<file path="config.mk">
export PLATFORM = sky130hd
export DESIGN_NAME = romulusn_round_ctrl
export DESIGN_NICKNAME = d
export VERILOG_FILES = /design/src/rtl/romulusn_round_ctrl.sv
export SDC_FILE = /design/constraint.sdc
export NUM_CORES = 1
export LEC_CHECK = 0
export CORE_UTILIZATION = 41
export CTS_CLUSTER_SIZE = 20
export DETAILED_ROUTE_END_ITERATION = 6
export PLACE_DENSITY = 0.95
export SKIP_CTS_REPAIR_TIMING = 1
export SLEW_MARGIN = 20
export SYNTH_ARGS = -nofsm -noshare
export SYNTH_HDL_FRONTEND = slang
export SYNTH_SLANG_ARGS = --single-unit
</file>
<file path="constraint.sdc">
create_clock -name clk -period 2.3 [get_ports clk]
set_input_delay 0.46 -clock clk [delete_from_list [all_inputs] [get_ports clk]]
set_output_delay 0.46 -clock clk [all_outputs]
set_load 0.02 [all_outputs]
</file>
<file path="src/rtl/romulusn_round_ctrl.sv">
// Control FSM for the Romulus-N SKINNY-128-384+ datapath: it sequences the load of the
// state and optional nonce/key, 40 rounds run 8 per cycle, then the unload of the state.
// Word handshakes: a word moves in a cycle only when in_valid & in_ready (input) or
// out_valid & out_ready (output). in_ready and out_valid depend only on FSM state.
module romulusn_round_ctrl #(
  parameter int ROUNDS_PER_CYC = 8,
  parameter int NUM_RUN        = 5,
  parameter int WORDS          = 4
) (
  input  logic       clk,
  input  logic       rst,
  input  logic       start,
  input  logic [7:0] cmd_dom,
  input  logic       cmd_dec,
  input  logic       cmd_ldn,
  input  logic       cmd_cnt,
  input  logic       cmd_ad,
  input  logic       cmd_init,
  input  logic       in_valid,
  output logic       in_ready,
  output logic       out_valid,
  input  logic       out_ready,
  output logic       busy,
  output logic       done,
  output logic       srst,
  output logic       senc,
  output logic       sse,
  output logic       xrst,
  output logic       xenc,
  output logic       xse,
  output logic       yrst,
  output logic       yenc,
  output logic       yse,
  output logic       zrst,
  output logic       zenc,
  output logic       zse,
  output logic       erst,
  output logic       correct_cnt,
  output logic       tk1s,
  output logic [7:0] domain,
  output logic [3:0] decrypt,
  output logic [5:0] constant,
  output logic [5:0] constant2,
  output logic [5:0] constant3,
  output logic [5:0] constant4,
  output logic [5:0] constant5,
  output logic [5:0] constant6,
  output logic [5:0] constant7,
  output logic [5:0] constant8,
  output logic [2:0] dbg_state
);

  localparam int BW = (WORDS > 1) ? $clog2(WORDS) : 1;
  localparam int RW = (NUM_RUN > 1) ? $clog2(NUM_RUN) : 1;
  localparam logic [BW-1:0] BEAT_LAST = BW'(WORDS - 1);
  localparam logic [RW-1:0] RUN_LAST  = RW'(NUM_RUN - 1);

  typedef enum logic [2:0] {
    ST_IDLE  = 3'd0,
    ST_LOADS = 3'd1,
    ST_LOADN = 3'd2,
    ST_RUN   = 3'd3,
    ST_CNT   = 3'd4,
    ST_OUT   = 3'd5
  } state_t;

  state_t          r_state;
  state_t          w_next;
  logic [BW-1:0]   r_beat;
  logic [RW-1:0]   r_run;
  logic [5:0]      r_rc;
  logic [7:0]      r_dom;
  logic            r_dec;
  logic            r_ldn;
  logic            r_cnt;
  logic            r_ad;
  logic            r_init_pulse;

  logic            w_start_acc;
  logic            w_in_acc;
  logic            w_out_acc;
  logic            w_beat_last;
  logic            w_run_last;
  logic [5:0]      w_rc [0:ROUNDS_PER_CYC];

  assign w_start_acc = start && (r_state == ST_IDLE);
  assign w_in_acc    = in_valid && ((r_state == ST_LOADS) || (r_state == ST_LOADN));
  assign w_out_acc   = out_ready && (r_state == ST_OUT);
  assign w_beat_last = (r_beat == BEAT_LAST);
  assign w_run_last  = (r_run == RUN_LAST);
  assign dbg_state   = r_state;
  assign domain      = r_dom;

  // Round-constant LFSR unrolled: w_rc[k] is the register advanced k steps.
  always_comb begin
    w_rc[0] = r_rc;
    for (int k = 1; k <= ROUNDS_PER_CYC; k++) begin
      w_rc[k] = {w_rc[k-1][4:0], w_rc[k-1][5] ^ w_rc[k-1][4] ^ 1'b1};
    end
  end

  always_comb begin
    w_next = r_state;
    case (r_state)
      ST_IDLE:  if (start) w_next = ST_LOADS;
      ST_LOADS: if (w_in_acc && w_beat_last) w_next = r_ldn ? ST_LOADN : ST_RUN;
      ST_LOADN: if (w_in_acc && w_beat_last) w_next = ST_RUN;
      ST_RUN:   if (w_run_last) w_next = r_cnt ? ST_CNT : ST_OUT;
      ST_CNT:   w_next = ST_OUT;
      ST_OUT:   if (w_out_acc && w_beat_last) w_next = ST_IDLE;
      default:  w_next = ST_IDLE;
    endcase
  end

  always_comb begin
    in_ready    = 1'b0;
    out_valid   = 1'b0;
    busy        = (r_state != ST_IDLE);
    done        = 1'b0;
    sse         = 1'b0;
    senc        = 1'b0;
    xse         = 1'b0;
    xenc        = 1'b0;
    yse         = 1'b0;
    yenc        = 1'b0;
    zse         = 1'b0;
    zenc        = 1'b0;
    correct_cnt = 1'b0;
    tk1s        = 1'b0;
    decrypt     = 4'h0;
    constant    = 6'h00;
    constant2   = 6'h00;
    constant3   = 6'h00;
    constant4   = 6'h00;
    constant5   = 6'h00;
    constant6   = 6'h00;
    constant7   = 6'h00;
    constant8   = 6'h00;
    srst        = r_init_pulse;
    xrst        = r_init_pulse;
    yrst        = r_init_pulse;
    zrst        = r_init_pulse;
    erst        = r_init_pulse;
    case (r_state)
      ST_LOADS: begin
        in_ready = 1'b1;
        sse      = w_in_acc;
      end
      ST_LOADN: begin
        in_ready = 1'b1;
        xse      = w_in_acc;
        yse      = w_in_acc;
      end
      ST_RUN: begin
        senc      = 1'b1;
        xenc      = 1'b1;
        yenc      = 1'b1;
        zenc      = 1'b1;
        constant  = w_rc[1];
        constant2 = w_rc[2];
        constant3 = w_rc[3];
        constant4 = w_rc[4];
        constant5 = w_rc[5];
        constant6 = w_rc[6];
        constant7 = w_rc[7];
        constant8 = w_rc[8];
      end
      ST_CNT: begin
        zenc        = 1'b1;
        correct_cnt = 1'b1;
        tk1s        = r_ad;
      end
      ST_OUT: begin
        out_valid = 1'b1;
        sse       = w_out_acc;
        decrypt   = {4{r_dec}};
        done      = w_out_acc && w_beat_last;
      end
      default: ;
    endcase
  end

  always_ff @(posedge clk) begin
    if (rst) begin
      r_state      <= ST_IDLE;
      r_beat       <= '0;
      r_run        <= '0;
      r_rc         <= 6'h00;
      r_dom        <= 8'h00;
      r_dec        <= 1'b0;
      r_ldn        <= 1'b0;
      r_cnt        <= 1'b0;
      r_ad         <= 1'b0;
      r_init_pulse <= 1'b0;
    end else begin
      r_state      <= w_next;
      r_init_pulse <= w_start_acc && cmd_init;
      if (w_start_acc) begin
        r_dom  <= cmd_dom;
        r_dec  <= cmd_dec;
        r_ldn  <= cmd_ldn;
        r_cnt  <= cmd_cnt;
        r_ad   <= cmd_ad;
        r_rc   <= 6'h00;
        r_beat <= '0;
        r_run  <= '0;
      end
      // One beat counter serves all three word phases; it is back at 0 after each.
      if (w_in_acc || w_out_acc) begin
        r_beat <= w_beat_last ? '0 : r_beat + 1'b1;
      end
      if (r_state == ST_RUN) begin
        r_rc  <= w_rc[ROUNDS_PER_CYC];
        r_run <= w_run_last ? '0 : r_run + 1'b1;
      end
    end
  end

endmodule
</file>
-- After elaboration in Yosys (flattened, before gate mapping)
Index checks and enable logic that the tools add are counted.
W data, S select, Z words.
- logic and storage cells: 89
- memory bits (writable): 0
- register bits: 27
- memories kept: 0
- ROM bits: 0
- bits in latches: 0
- multipliers: 0
- shift-type cells: 0
- reduce and logical (&&, ||, !) cells: 15
- equal/unequal tests: 12
- bitwise operators: 16
- muxes and demuxes: 34
- divide/modulo/power cells: 0
- add/subtract/negate cells: 2
- order comparisons: 0
- operator list (cell ; number):
    $mux W6 ; 10
    $mux W3 ; 8
    $pmux W3 S6 ; 1
    $mux W1 ; 10
    $eq A3 B3 Y1 const B ; 3
    $not A1 Y1 ; 8
    $xor A1 B1 Y1 ; 8
    $eq A3 B2 Y1 const B ; 2
    $logic_and A1 B1 Y1 ; 6
    $mux W2 ; 3
    $ne A2 B1 Y1 const B ; 3
    $reduce_and A5 Y1 ; 1
    $mux W4 ; 1
    $ne A2 B2 Y1 const B ; 2
    $reduce_bool A2 Y1 ; 2
    $reduce_or A2 Y1 ; 2
    $add A3 B1 Y3 const B ; 1
    $eq A3 B1 Y1 const B ; 1
    $logic_not A3 Y1 ; 1
    $reduce_bool A3 Y1 ; 1
    $add A2 B1 Y2 const B ; 1
    $eq A2 B2 Y1 const B ; 1
    $logic_or A1 B1 Y1 ; 2
    $pmux W1 S2 ; 1

-- Logic depth before layout (Yosys ltp)
- word-level depth: 6
- mapped depth: 6
- gate-level depth less buffers: 6

-- Worst setup path after synthesis
No wires, ideal clock.
- kind: flip-flop to output port
- start: reg r_state[1], in the netlist dbg_state[1]
- end: out constant4[1]
- path buffers: 3
- slack: 93 ps
- stages on the path, launching flop included: 6
- arrival time: 1747 ps
- path through: dfxtp_1 > buf_4 > nand3b_1 > buf_2 > nor2_1 > buf_4
- word-level cells in the longest chain between the ends: 2
- ends and longest elaborated chain (element ; line ; RTL):
    from (decl) ; 67 ; state_t r_state;
    from (signal assigned) ; 196 ; r_state <= w_next;
    $eq A3 B2 Y1 ; 144 ; case (r_state)
    $mux W6 ; 144 ;
    to (decl) ; 45 ; output logic [5:0] constant4,
Every way passes these cells.

-- Worst setup path after layout
- start: reg r_state[2], in the netlist dbg_state[2]
- end: out constant8[0]
- word-level cells in the longest chain between the ends: 2
- ends and longest elaborated chain (element ; line ; RTL):
    $eq A3 B2 Y1 ; 144 ;
    $mux W6 ; 144 ;
    to (decl) ; 49 ; output logic [5:0] constant8,
Every way passes these cells.

==> results.yml <==
route:
  wl_per_cell_um: 12.5
  ant_nets: 0
  drt_iter0_drc: 66
  route.detailed.drc: 0
  drt-total-wl_mm: 4.04
  vias_per_cell: 4.74
  dr.pass1.iters: 4
  vias: 1535
worst_setup_path:
  path_max_fanout: 11
  worstSetupStartpointType: "flop"
  path_cells: "nand3b_1, buf_4, nor2_1, clkdlybuf4s50_1"
  reg2reg_from: "r_beat[0]"
  cp_slowest_cell: "clkdlybuf4s50_1"
  reg2reg_depth: 5
  required_ps: 1840
  regToRegSetupSlack_ps: 620
  reg2reg_to: "dbg_state[1]"
  critical_path_arrival_ps: 1770
  crit_path_max_incr_delay_ps: 630
  critical_path_class: "flop to primary output"
  end_kind: "primary output"
die:
  placementRows: 23
  start_util_pct: 42.9
  fp.dieW_um: 66.7
  dieArea_um2: 4450
  core_um2: 4000
  die_h_um: 66.7
  io_pins: 100
yosys:
  syn_inst: 217
  synthAdderAreaFrac_pct: 2.19
  synth_compound_area_share_pct: 11.1
  ys_warn_count: 0
  ys_types: 40
  ys.flop_type: "dfxtp_1"
  ys_seq_area_share_pct: 31.5
  muxShareOfSynthArea_pct: 2.48
  synth_nets: 238
  synth-seq-cells: 27
  synth_xor_area_share_pct: 4.59
  async_flop_share_pct: 0
  synth_edf_count: 0
  avgSynthCellArea_um2: 7.91
  synth_top_family_by_area: "buffers and inverters"
  synth.cell_area_um2: 1720
  yosys.area_share.simple_pct: 23.9
layout:
  final_cell_area_um2: 2640
  nets: 296
  stdcell_count: 324
  layout-drive-gt1-share_pct: 10.2
  antenna_cells: 0
  syn_to_final_growth_pct: 53.5
place:
  place_inst: 320
  gp_congestion: 0.825
  dpl_cell_area_um2: 2450
  portBuffers: 98
  hpwlAfterDp_mm: 2.96
  place_ws_ps: -204
clocking:
  clkLatencyLatePin_ps: 260
  htree_levels: 1
  root_buffer: "clkbuf_8"
  numCtsBuffers: 3
  path_clk_slew_ps: 90
  cts_tree: "built"
  clk_path_buf_depth: 2
  clkSinkCount: 27
global_routing:
  grt_pass1_vias: 1356
  globalRouteOverflowTotal: 0
  antenna_found_initial: 0
  grt_pass1_wl_mm: 5.74
  grt_max_degree: 16
  gr-usage-all-layers_pct: 16.3
job:
  max_cap_violations: 0
sta:
  fmax_mhz: 448
  period_needed_ps: 2230
  clock_skew_ps: 1.14
  finalCritPeriodShare_pct: 97.0
  setup_viol: 0
  slew_violations: 0
  layout_setup_ws_ps: 69.6
  hold_viol: 0
power:
  cellPowerDensity_nw_per_um2: 695
  peakVddDrop_mv: 0.268
  p_leak_nw: 1.89
run_status:
  outcome: "complete, no violations"
hold_path:
  hold_depth: 2
  hold_start: "r_ldn"
  min_path_type: "flop to flop"
  hold_path_end: "r_ldn"
placed cells by master (no fill, tap or decap), types with 2 or more instances in the layout:
master,Yosys,final
nor3_1,3,3
dfxtp_1,27,27
nor3b_1,2,2
nand2b_1,2,2
or3_1,2,2
nor2_1,18,13
nand3b_1,2,2
ha_1,3,3
nand3_1,3,3
clkbuf_8,0,3
and2_1,7,7
a21oi_1,23,23
clkdlybuf4s50_1,0,50
dlymetal6s2s_1,0,48
xor2_1,7,7
and3_1,3,3
nor2b_1,4,4
nand2_1,28,28
nor2_2,1,6
inv_1,3,2
mux2i_1,2,2
buf_4,48,12
worst max-delay path: cells and delay by family (launching register included):
| kind | cells | cell delay (ps) |
|---|---|---|
| flip-flops | 1 | 310 |
| buffers and inverters | 2 | 840 |
| AND/OR/NAND/NOR | 2 | 360 |
state kept, by name, indices dropped and copies added, names as in the netlist:
signal,cells
r_run,3
r_dec,1
dbg_state,3
r_rc,6
r_beat,2
r_cnt,1
r_ad,1
domain,8
r_ldn,1
erst,1
synth_stat cells (all sizes together), types with 3 or more instances:
library cell | n | area, um^2
a21oi | 23 | 115
and2 | 8 | 50.1
and3 | 3 | 18.8
buf | 54 | 390
clkbuf | 3 | 11.3
dfxtp | 27 | 541
ha | 3 | 37.5
inv | 3 | 11.3
nand2 | 28 | 105
nand3 | 3 | 15.0
nor2 | 19 | 73.8
nor2b | 4 | 25.0
nor3 | 3 | 15.0
nor3b | 3 | 27.5
xor2 | 7 | 61.3
how the worst max path moves through the flow:
| stage | start | to | slack (ps) | cells after the start |
|---|---|---|---|---|
| floorplan | dbg_state[1] | constant4[1] | 90 | 5 |
| global placement | in_valid | sse | -140 | 5 |
| detailed placement | in_valid | sse | -200 | 5 |
| CTS | in_valid | sse | -220 | 5 |
| global route | dbg_state[2] | constant4[5] | -20 | 4 |
| finish | dbg_state[2] | constant8[0] | 70 | 4 |
area by class of cell:
type / count / area (um^2)
clock buffer: 3 / 41.3
clock inverter: 1 / 5.00
fill: 304 / 1370
inverter: 3 / 11.3
multi-input combinational: 130 / 783
sequential: 27 / 541
tap: 50 / 62.6
timing repair buffer: 110 / 1190
layer usage:
metal | vias up | GRT usage (%) | share of wire [%]
li1 | 776 | - | -
met1 | 700 | 19.3 | 41
met2 | 55 | 30.4 | 52
met3 | 4 | 1.37 | 6.0
met4 | 0 | 5.05 | 1.3
met5 | - | 0 | 0
where the power goes:
group	internal (mW)	switching, mW	leakage [nW]	total (mW)
Combinational	0.447	0.527	1.65	0.974
Sequential	0.545	0.0525	0.220	0.597
Clock	0.121	0.139	0.0255	0.260
logic make-up after synthesis:
family          count (synthesis)
fa+ha+maj                       3
flops                          27
mux                             4
xor+xnor                        9
compound gates                 32
buf+inv                        60
other cells                     1
simple gates                   81
stage by stage:
step | utilization (%) | setup TNS [ps] | power [mW] | hold WS, ps
after floorplan | - | 0 | 1.24 | 432
after global placement | 61.2 | -224 | 1.55 | 440
after detailed placement | 61.2 | -414 | 1.58 | 447
after CTS | 62.4 | -3560 | 1.84 | 460
after global routing | 65.9 | -82.1 | 1.95 | 493
final | 65.9 | 0 | 1.83 | 457
Power figures use the tool's default switching activity.
